[config.mk]
export PLATFORM = sky130hd
export DESIGN_NAME = alu_arbiter_ctrl
export DESIGN_NICKNAME = d
export VERILOG_FILES = /design/src/rtl/alu_pkg.sv /design/src/rtl/alu4_core.sv /design/src/rtl/alu_arbiter_ctrl.sv
export SDC_FILE = /design/constraint.sdc
export NUM_CORES = 1
export LEC_CHECK = 0
export ABC_CLOCK_PERIOD_IN_PS = 3000
export CAP_MARGIN = 10
export CORE_UTILIZATION = 39
export DETAILED_ROUTE_END_ITERATION = 12
export PLACE_DENSITY = 0.65
export SETUP_SLACK_MARGIN = 0.5
export SYNTH_ARGS = -nofsm -noshare
export SYNTH_HDL_FRONTEND = slang
export SYNTH_SLANG_ARGS = --single-unit
[constraint.sdc]
create_clock -name clk -period 3 [get_ports clk]
set_input_delay 0.3 -clock clk [delete_from_list [all_inputs] [get_ports clk]]
set_output_delay 0.3 -clock clk [all_outputs]
set_load 0.005 [all_outputs]
[src/rtl/alu_pkg.sv]
// Shared definitions for the two-requester ALU arbiter: widths, opcodes, FSM states.
package alu_pkg;

  localparam int DATA_W = 4;
  localparam int OP_W   = 3;

  localparam logic [2:0] OP_ADD = 3'b000;
  localparam logic [2:0] OP_SUB = 3'b001;
  localparam logic [2:0] OP_AND = 3'b010;
  localparam logic [2:0] OP_OR  = 3'b011;

  typedef enum logic [1:0] {
    IDLE = 2'd0,
    EXEC = 2'd1,
    RESP = 2'd2
  } state_t;

endpackage

[src/rtl/alu4_core.sv]
// Purely combinational ALU: ADD/SUB/AND/OR with carry-in, carry-out and signed overflow.
// With ALU_ILLEGAL_OP_ERR_EN defined an err output flags opcodes 100-111.
module alu4_core #(
  parameter int DATA_W = alu_pkg::DATA_W,
  parameter int OP_W   = alu_pkg::OP_W
) (
  input  logic [DATA_W-1:0] a,
  input  logic [DATA_W-1:0] b,
  input  logic              cin,
  input  logic [OP_W-1:0]   op,
`ifdef ALU_ILLEGAL_OP_ERR_EN
  output logic              err,
`endif
  output logic [DATA_W-1:0] result,
  output logic              cout,
  output logic              ovf
);
  import alu_pkg::*;

  logic [DATA_W:0] sum;

  // SUB is a + ~b + cin, so cout=1 means no borrow when cin=1
  always_comb begin
    sum    = '0;
    result = '0;
    cout   = 1'b0;
    ovf    = 1'b0;
`ifdef ALU_ILLEGAL_OP_ERR_EN
    err    = 1'b0;
`endif
    case (op)
      OP_ADD: begin
        sum    = {1'b0, a} + {1'b0, b} + {{DATA_W{1'b0}}, cin};
        result = sum[DATA_W-1:0];
        cout   = sum[DATA_W];
        ovf    = (a[DATA_W-1] == b[DATA_W-1]) && (result[DATA_W-1] != a[DATA_W-1]);
      end
      OP_SUB: begin
        sum    = {1'b0, a} + {1'b0, ~b} + {{DATA_W{1'b0}}, cin};
        result = sum[DATA_W-1:0];
        cout   = sum[DATA_W];
        ovf    = (a[DATA_W-1] != b[DATA_W-1]) && (result[DATA_W-1] != a[DATA_W-1]);
      end
      OP_AND: result = a & b;
      OP_OR:  result = a | b;
      default: begin
`ifdef ALU_ILLEGAL_OP_ERR_EN
        err = 1'b1;
`endif
      end
    endcase
  end

endmodule

[src/rtl/alu_arbiter_ctrl.sv]
// Round-robin arbiter + IDLE/EXEC/RESP FSM sharing one alu4_core between two requesters.
// Optional macro ALU_ILLEGAL_OP_ERR_EN adds the registered rsp_err output.
module alu_arbiter_ctrl #(
  parameter int DATA_W = alu_pkg::DATA_W,
  parameter int OP_W   = alu_pkg::OP_W
) (
  input  logic                clk,
  input  logic                rst_n,
  input  logic [1:0]          req_valid,
  output logic [1:0]          req_ready,
  input  logic [2*DATA_W-1:0] req_a,
  input  logic [2*DATA_W-1:0] req_b,
  input  logic [1:0]          req_cin,
  input  logic [2*OP_W-1:0]   req_op,
  output logic                rsp_valid,
  input  logic                rsp_ready,
  output logic                rsp_id,
  output logic [DATA_W-1:0]   rsp_result,
  output logic                rsp_cout,
  output logic                rsp_ovf,
`ifdef ALU_ILLEGAL_OP_ERR_EN
  output logic                rsp_err,
`endif
  output logic                busy
);
  import alu_pkg::*;

  state_t              state;
  state_t              state_nxt;
  logic                rr_ptr;
  logic                grant_id;
  logic                grant_en;
  logic [DATA_W-1:0]   lat_a;
  logic [DATA_W-1:0]   lat_b;
  logic                lat_cin;
  logic [OP_W-1:0]     lat_op;
  logic                lat_id;
  logic [DATA_W-1:0]   alu_result;
  logic                alu_cout;
  logic                alu_ovf;
`ifdef ALU_ILLEGAL_OP_ERR_EN
  logic                alu_err;
`endif

  // rr_ptr holds the last winner; on a tie the other requester is granted
  always_comb begin
    grant_id  = req_valid[1];
    grant_en  = 1'b0;
    req_ready = 2'b00;
    state_nxt = state;
    if (req_valid == 2'b11) begin
      grant_id = ~rr_ptr;
    end
    case (state)
      IDLE: begin
        if (|req_valid) begin
          grant_en            = 1'b1;
          req_ready[grant_id] = 1'b1;
          state_nxt           = EXEC;
        end
      end
      EXEC: state_nxt = RESP;
      RESP: begin
        if (rsp_ready) begin
          state_nxt = IDLE;
        end
      end
      default: state_nxt = IDLE;
    endcase
  end

  assign rsp_valid = (state == RESP);
  assign busy      = (state != IDLE);

  always_ff @(posedge clk or negedge rst_n) begin
    if (!rst_n) begin
      state <= IDLE;
    end else begin
      state <= state_nxt;
    end
  end

  always_ff @(posedge clk or negedge rst_n) begin
    if (!rst_n) begin
      rr_ptr  <= 1'b1;
      lat_a   <= '0;
      lat_b   <= '0;
      lat_cin <= 1'b0;
      lat_op  <= '0;
      lat_id  <= 1'b0;
    end else if (grant_en) begin
      rr_ptr  <= grant_id;
      lat_id  <= grant_id;
      lat_a   <= grant_id ? req_a[2*DATA_W-1:DATA_W] : req_a[DATA_W-1:0];
      lat_b   <= grant_id ? req_b[2*DATA_W-1:DATA_W] : req_b[DATA_W-1:0];
      lat_cin <= grant_id ? req_cin[1] : req_cin[0];
      lat_op  <= grant_id ? req_op[2*OP_W-1:OP_W] : req_op[OP_W-1:0];
    end
  end

  alu4_core #(
    .DATA_W (DATA_W),
    .OP_W   (OP_W)
  ) u_alu (
    .a      (lat_a),
    .b      (lat_b),
    .cin    (lat_cin),
    .op     (lat_op),
`ifdef ALU_ILLEGAL_OP_ERR_EN
    .err    (alu_err),
`endif
    .result (alu_result),
    .cout   (alu_cout),
    .ovf    (alu_ovf)
  );

  // Response fields are captured once in EXEC and then held through RESP
  always_ff @(posedge clk or negedge rst_n) begin
    if (!rst_n) begin
      rsp_id     <= 1'b0;
      rsp_result <= '0;
      rsp_cout   <= 1'b0;
      rsp_ovf    <= 1'b0;
`ifdef ALU_ILLEGAL_OP_ERR_EN
      rsp_err    <= 1'b0;
`endif
    end else if (state == EXEC) begin
      rsp_id     <= lat_id;
      rsp_result <= alu_result;
      rsp_cout   <= alu_cout;
      rsp_ovf    <= alu_ovf;
`ifdef ALU_ILLEGAL_OP_ERR_EN
      rsp_err    <= alu_err;
`endif
    end
  end

endmodule

== Word-level counts from Yosys, hierarchy flattened ==
Index checks and enable logic that the tools add are counted.
W data, S select, Z words.

* Output and inout bits: 11
* Word-level logic and storage cells: 58
* Bits of input ports: 29
* Bits in registers: 23

* Bitwise operators: 4
* $lt $le $gt $ge: 2
* Add/sub/neg operators: 4
* Reduce and logical (&&, ||, !) cells: 8
* Equality and inequality tests: 12
* Multiplexer cells: 17

{| class="wikitable"
|+ Operator list
! operator !! number
|-
| $pmux W4 S4 || 1
|-
| $add A4 B4 Y5 || 2
|-
| $add A5 B1 Y5 || 2
|-
| $mux W2 || 4
|-
| $mux W4 || 2
|-
| $eq A3 B2 Y1 const B || 2
|-
| $pmux W2 S3 || 1
|-
| $mux W1 || 5
|-
| $and A4 B4 Y4 || 1
|-
| $eq A2 B2 Y1 const B || 2
|-
| $not A4 Y4 || 1
|-
| $or A4 B4 Y4 || 1
|-
| $pmux W1 S2 || 2
|-
| $eq A3 B1 Y1 const B || 1
|-
| $logic_and A1 B1 Y1 || 3
|-
| $logic_not A3 Y1 || 1
|-
| $mux W3 || 1
|-
| $ne A1 B1 Y1 || 3
|-
| $eq A2 B1 Y1 const B || 1
|-
| $logic_not A2 Y1 || 1
|-
| $lt A1 B2 Y1 const B || 1
|-
| $ne A2 B1 Y1 const B || 1
|-
| $ne A2 B2 Y1 const B || 1
|-
| $reduce_and A2 Y1 || 1
|-
| other kinds (6) || 6
|}

== Logic depth before layout (Yosys ltp) ==
* Depth in word-level cells: 8
* Depth in mapped cells: 8
* Depth with buffers taken out: 8

== By module ==
A second synthesis with hierarchy kept.

* Cell total of the unflattened synthesis: 169
* Area total of the unflattened synthesis: 1,600.3 um2

{| class="wikitable"
|+ By module, submodules not included
! module !! area each (um2) !! cells an instance !! instances !! seq. area each (um2)
|-
| alu_arbiter_ctrl || 1,008.5 || 91 || 1 || 576.8
|-
| alu4_core || 591.8 || 78 || 1 || 0.0
|}

== Worst setup path before layout ==
No wires, ideal clock.

* Path kind: reg-to-reg
* From: reg lat_a[0]
* To: reg rsp_result[1]
* Buffers on the path: 0
* Cell stages (with the launch flop): 7
* Arrival time: 2.019 ns
* Slack: 0.860 ns
* Clock period less this slack: 2.140 ns
* Setup time: 0.121 ns
* Data required time: 2.879 ns
* Path through: dfrtp_1 inv_1 fa_1 fa_1 inv_1 mux4_2 a22o_1

* Word-level cells in the longest chain between the ends: 3
* Elaborated cells on any way between the ends: 5
* Those cells by class: add/sub (4); mux (1)

{| class="wikitable"
|+ Ends and longest elaborated chain
! what !! RTL line !! source
|-
| start: declaration || alu_arbiter_ctrl.sv:33 || <nowiki>logic [DATA_W-1:0] lat_a;</nowiki>
|-
| start signal: assignment || alu_arbiter_ctrl.sv:94 || <nowiki>lat_a <= grant_id ? req_a[2*DATA_W-1:DATA_W] : req_a[DATA_W-1:0];</nowiki>
|-
| $add A4 B4 Y5, on equally long branches || alu4_core.sv:39, alu4_core.sv:33 ||
|-
| $add A5 B1 Y5, on equally long branches || alu4_core.sv:39, alu4_core.sv:33 ||
|-
| $pmux W4 S4 * || alu4_core.sv:31 || <nowiki>case (op)</nowiki>
|-
| end signal: assignment || alu_arbiter_ctrl.sv:129 || <nowiki>rsp_result <= alu_result;</nowiki>
|-
| end: declaration || alu_arbiter_ctrl.sv:18 || <nowiki>output logic [DATA_W-1:0] rsp_result,</nowiki>
|}

Every way passes the cells marked *; elsewhere a longest branch is shown, timed or not.
A chain may end at the register's enable or synchronous reset.

== Worst setup path in the final report ==
* From: reg state[1]
* To: out req_ready[0]

* Word-level cells in the longest chain between the ends: 2

{| class="wikitable"
|+ Ends and longest elaborated chain
! what !! RTL line !! source
|-
| start: declaration || alu_arbiter_ctrl.sv:28 || <nowiki>state_t state;</nowiki>
|-
| start signal: assignment || alu_arbiter_ctrl.sv:79 || <nowiki>state <= state_nxt;</nowiki>
|-
| $logic_not A2 Y1 || alu_arbiter_ctrl.sv:54 || <nowiki>case (state)</nowiki>
|-
| $mux W2 || alu_arbiter_ctrl.sv:54 ||
|-
| end: declaration || alu_arbiter_ctrl.sv:10 || <nowiki>output logic [1:0] req_ready,</nowiki>
|}

Every way passes these cells.

==> results_dict.tcl <==
set metrics [dict create \
    synth_area_um2 1510 \
    die-area_um2 4120 \
    synthFlopType "dfrtp_1" \
    crit_path_start "state[1]$_DFFE_PN0P_" \
    cts_root_buf "clkbuf_8" \
    setup_violations 0 \
    async_flop_share_pct 100 \
    hold_end "rsp_ovf$_DFFE_PN0N_" \
    chipHeight_um 64.2 \
    pwr-share-clk_pct 10.1 \
    ir_worst_vdd_v 0.000385 \
    syn_nets 199 \
    dr_total_vias 1159 \
    synth_cells 155 \
    r2r-end "rsp_result[1]$_DFFE_PN0N_" \
    die_w_um 64.2 \
    vias_per_cell 4.83 \
    p_sw_mw 0.825 \
    synthDistinctLibCells 34 \
    cts.sinks 23 \
    drt-initial-drc-count 30 \
    cts_made_buffers 3 \
    wl_um 2820 \
    cp.required_ns 2.70 \
    drive_above_1_share_pct 6.25 \
    hold_start "rsp_ovf$_DFFE_PN0N_" \
    arrival_ns 2.00 \
    p_sw_share_pct 42.0 \
    grt_max_degree 26 \
    finalCritPeriodShare_pct 76.7 \
    cts_tree "done" \
    p_leak_nw 0.922 \
    period_needed_ns 2.30 \
    cts_resized 0 \
    maxCapViolations 0 \
    grt_pass1_wl_um 4960 \
    core_area_um2 3690 \
    path_clk_slew_ns 0.09 \
    synth_edf_count 0 \
    start_util_pct 40.8 \
    n_fill_cell 367 \
    cts_buffer_depth 2 \
    multi_input_area_um2 806 \
    yosysTopAreaCell "dfrtp_1" \
    critPathMaxFanout 25 \
    whs_ns 0.486 \
    syn_avg_cell_area_um2 9.72 \
    rsz0062_at_grt "no" \
    io_pins 40 \
    finalMaxSlewViolations 0 \
    worstSkewPairLatency_ns 0.27 \
    p_int_mw 1.14 \
    gp_congestion 0.802 \
    grt_pass1_vias 1149 \
    synth_top_cell_area_share_pct 36.5 \
    setup_tns_ns 0 \
    final_nets 237 \
    worstSetupPathType "flip-flop to output pin" \
    n_antenna_cell 0 \
    synth.most_common_cell "dfrtp_1" \
    cp-start-kind "flip-flop" \
    power.density_nw_per_um2 994 \
    maxSlewHeadroom_pct 34.5 \
    ys_top_cells_by_count "dfrtp_1 (22), inv_1 (21), o21ai_0 (15)" \
    ys_seq_area_share_pct 38.3 \
    rows 22 \
    ys_top_cells_by_area "dfrtp_1 (37%), ha_1 (9.1%), mux2i_1 (8.6%), fa_1 (5.3%), inv_1 (5.2%)" \
    holdPathStages 2 \
    dr.pass1.iters 5 \
    ys_ff_latch 23 \
    grt_usage_pct 15.3 \
    antenna_left 0 \
    hold_class "flip-flop to flip-flop" \
    post_drt_wl_per_cell_um 11.7 \
    dp_hpwl_um 2330 \
    pwr-share-seq_pct 32.7 \
    r2r_start "lat_a[0]$_DFFE_PN0P_" \
    final_util_pct 53.6 \
    antenna_found_initial 0 \
    h-tree-depth 1 \
    place.port_buffers 39 \
    skew_ns 0.00858 \
    r2r_cells 6 \
    max_slew.worst_pin.slew_ns 0.980 \
    fmax_ghz 0.434 \
    regArea_um2 577 \
    area_growth_pct 31.1 \
    holdBufCountCts 0 \
    place_area_um2 1930 \
    hold_viol_final 0 \
    drc 0 \
    grt-ovfl-total 0 \
    cts_setup_buffers 0 \
    status "completed" \
    rrSetupSlack_ns 0.76 \
    synth_warnings 0 \
    post-route-cell-area_um2 1980 \
    cp-end-kind "output pin" \
    p_comb_share_pct 57.1 \
]
[metrics by stage]
step | std cells | setup slack, ns | total power, mW
2_1_floorplan | 155 | 0.860 | 1.43
3_3_place_gp | 236 | 0.764 | 1.73
3_5_place_dp | 236 | 0.733 | 1.79
4_1_cts | 240 | 0.680 | 1.99
5_1_grt | 240 | 0.573 | 2.18
6_report | 240 | 0.698 | 1.96
[state kept, by name, summed over array words and instances (netlist names), 2 cells and up]
| register | count |
|---|---|
| rsp_result | 4 |
| lat_b | 4 |
| state | 2 |
| lat_a | 4 |
| lat_op | 3 |
[placed cells by master, fill, tap and decap left out, types with 2 or more instances in the layout]
cell and instances:
a21oi_1 5, o41ai_1 2, o211ai_1 2, nor2b_1 2, dfrtp_1 22, fa_1 4, nand2b_1 2, nor2_1 7
a22o_1 3, a21o_1 2, nand2_1 14, nor3_1 2, a31oi_1 2, and2_1 2, clkdlybuf4s50_1 39, inv_1 21
buf_4 2, clkbuf_8 3, o21ai_0 15, nand3_1 2, mux2i_1 13, a222oi_1 3, ha_1 11
[layer usage]
| layer | vias to the layer above | GRT usage [%] | part of all wire (%) |
|---|---|---|---|
| li1 | 597 | - | - |
| met1 | 533 | 19.9 | 48 |
| met2 | 27 | 26.6 | 48 |
| met3 | 2 | 2.32 | 3.3 |
| met4 | 0 | 3.33 | 0.57 |
| met5 | - | 0 | 0 |
[kinds of logic (layout without fill, tap and decap cells)]
kind of cell | after synthesis | count (layout) | share of synthesized area [%]
DFF | 23 | 23 | 38.3
and+or+nand+nor | 32 | 32 | 9.47
muxes | 15 | 15 | 10.9
AOI/OAI and AO/OA | 39 | 39 | 17.5
adders and majority gates | 15 | 15 | 14.5
xor gates and xnor gates | 2 | 2 | 1.16
buffers and inverters | 29 | 66 | 8.22
[critical path, stage by stage, from the launching register on]
cell             delay, ns
dfrtp_1               0.39
nor2_1                0.26
o21ai_2               0.09
buf_4                 0.21
nor2_1                0.23
clkdlybuf4s50_1       0.55
[worst max path at each step]
stage,slack (ns),cells past startpoint,end
after global routing,0.57,5,req_ready[0]
after floorplan,0.86,6,rsp_result[1]$_DFFE_PN0N_
after CTS,0.68,5,req_ready[0]
after global placement,0.76,5,req_ready[1]
after detailed placement,0.73,5,req_ready[1]
final,0.70,5,req_ready[0]
[power groups by stage]
stage	sequential (mW)	combinational, mW	clock [mW]
after global routing	0.676	1.29	0.217
after global placement	0.642	1.08	0
final	0.643	1.12	0.199
after CTS	0.646	1.14	0.205
after floorplan	0.573	0.860	0
after detailed placement	0.653	1.13	0
[final cells by class]
type                    instances  share of cell area (%)
clock inverters                 1                   0.380
multi-input cells             103                    40.8
clock buffers                   3                    2.09
well taps                      48                    3.04
repair buffers                 41                    20.5
flip-flops and latches         23                    29.2
inverters                      21                    3.99
No activity file was read; power rests on OpenSTA's default activity.
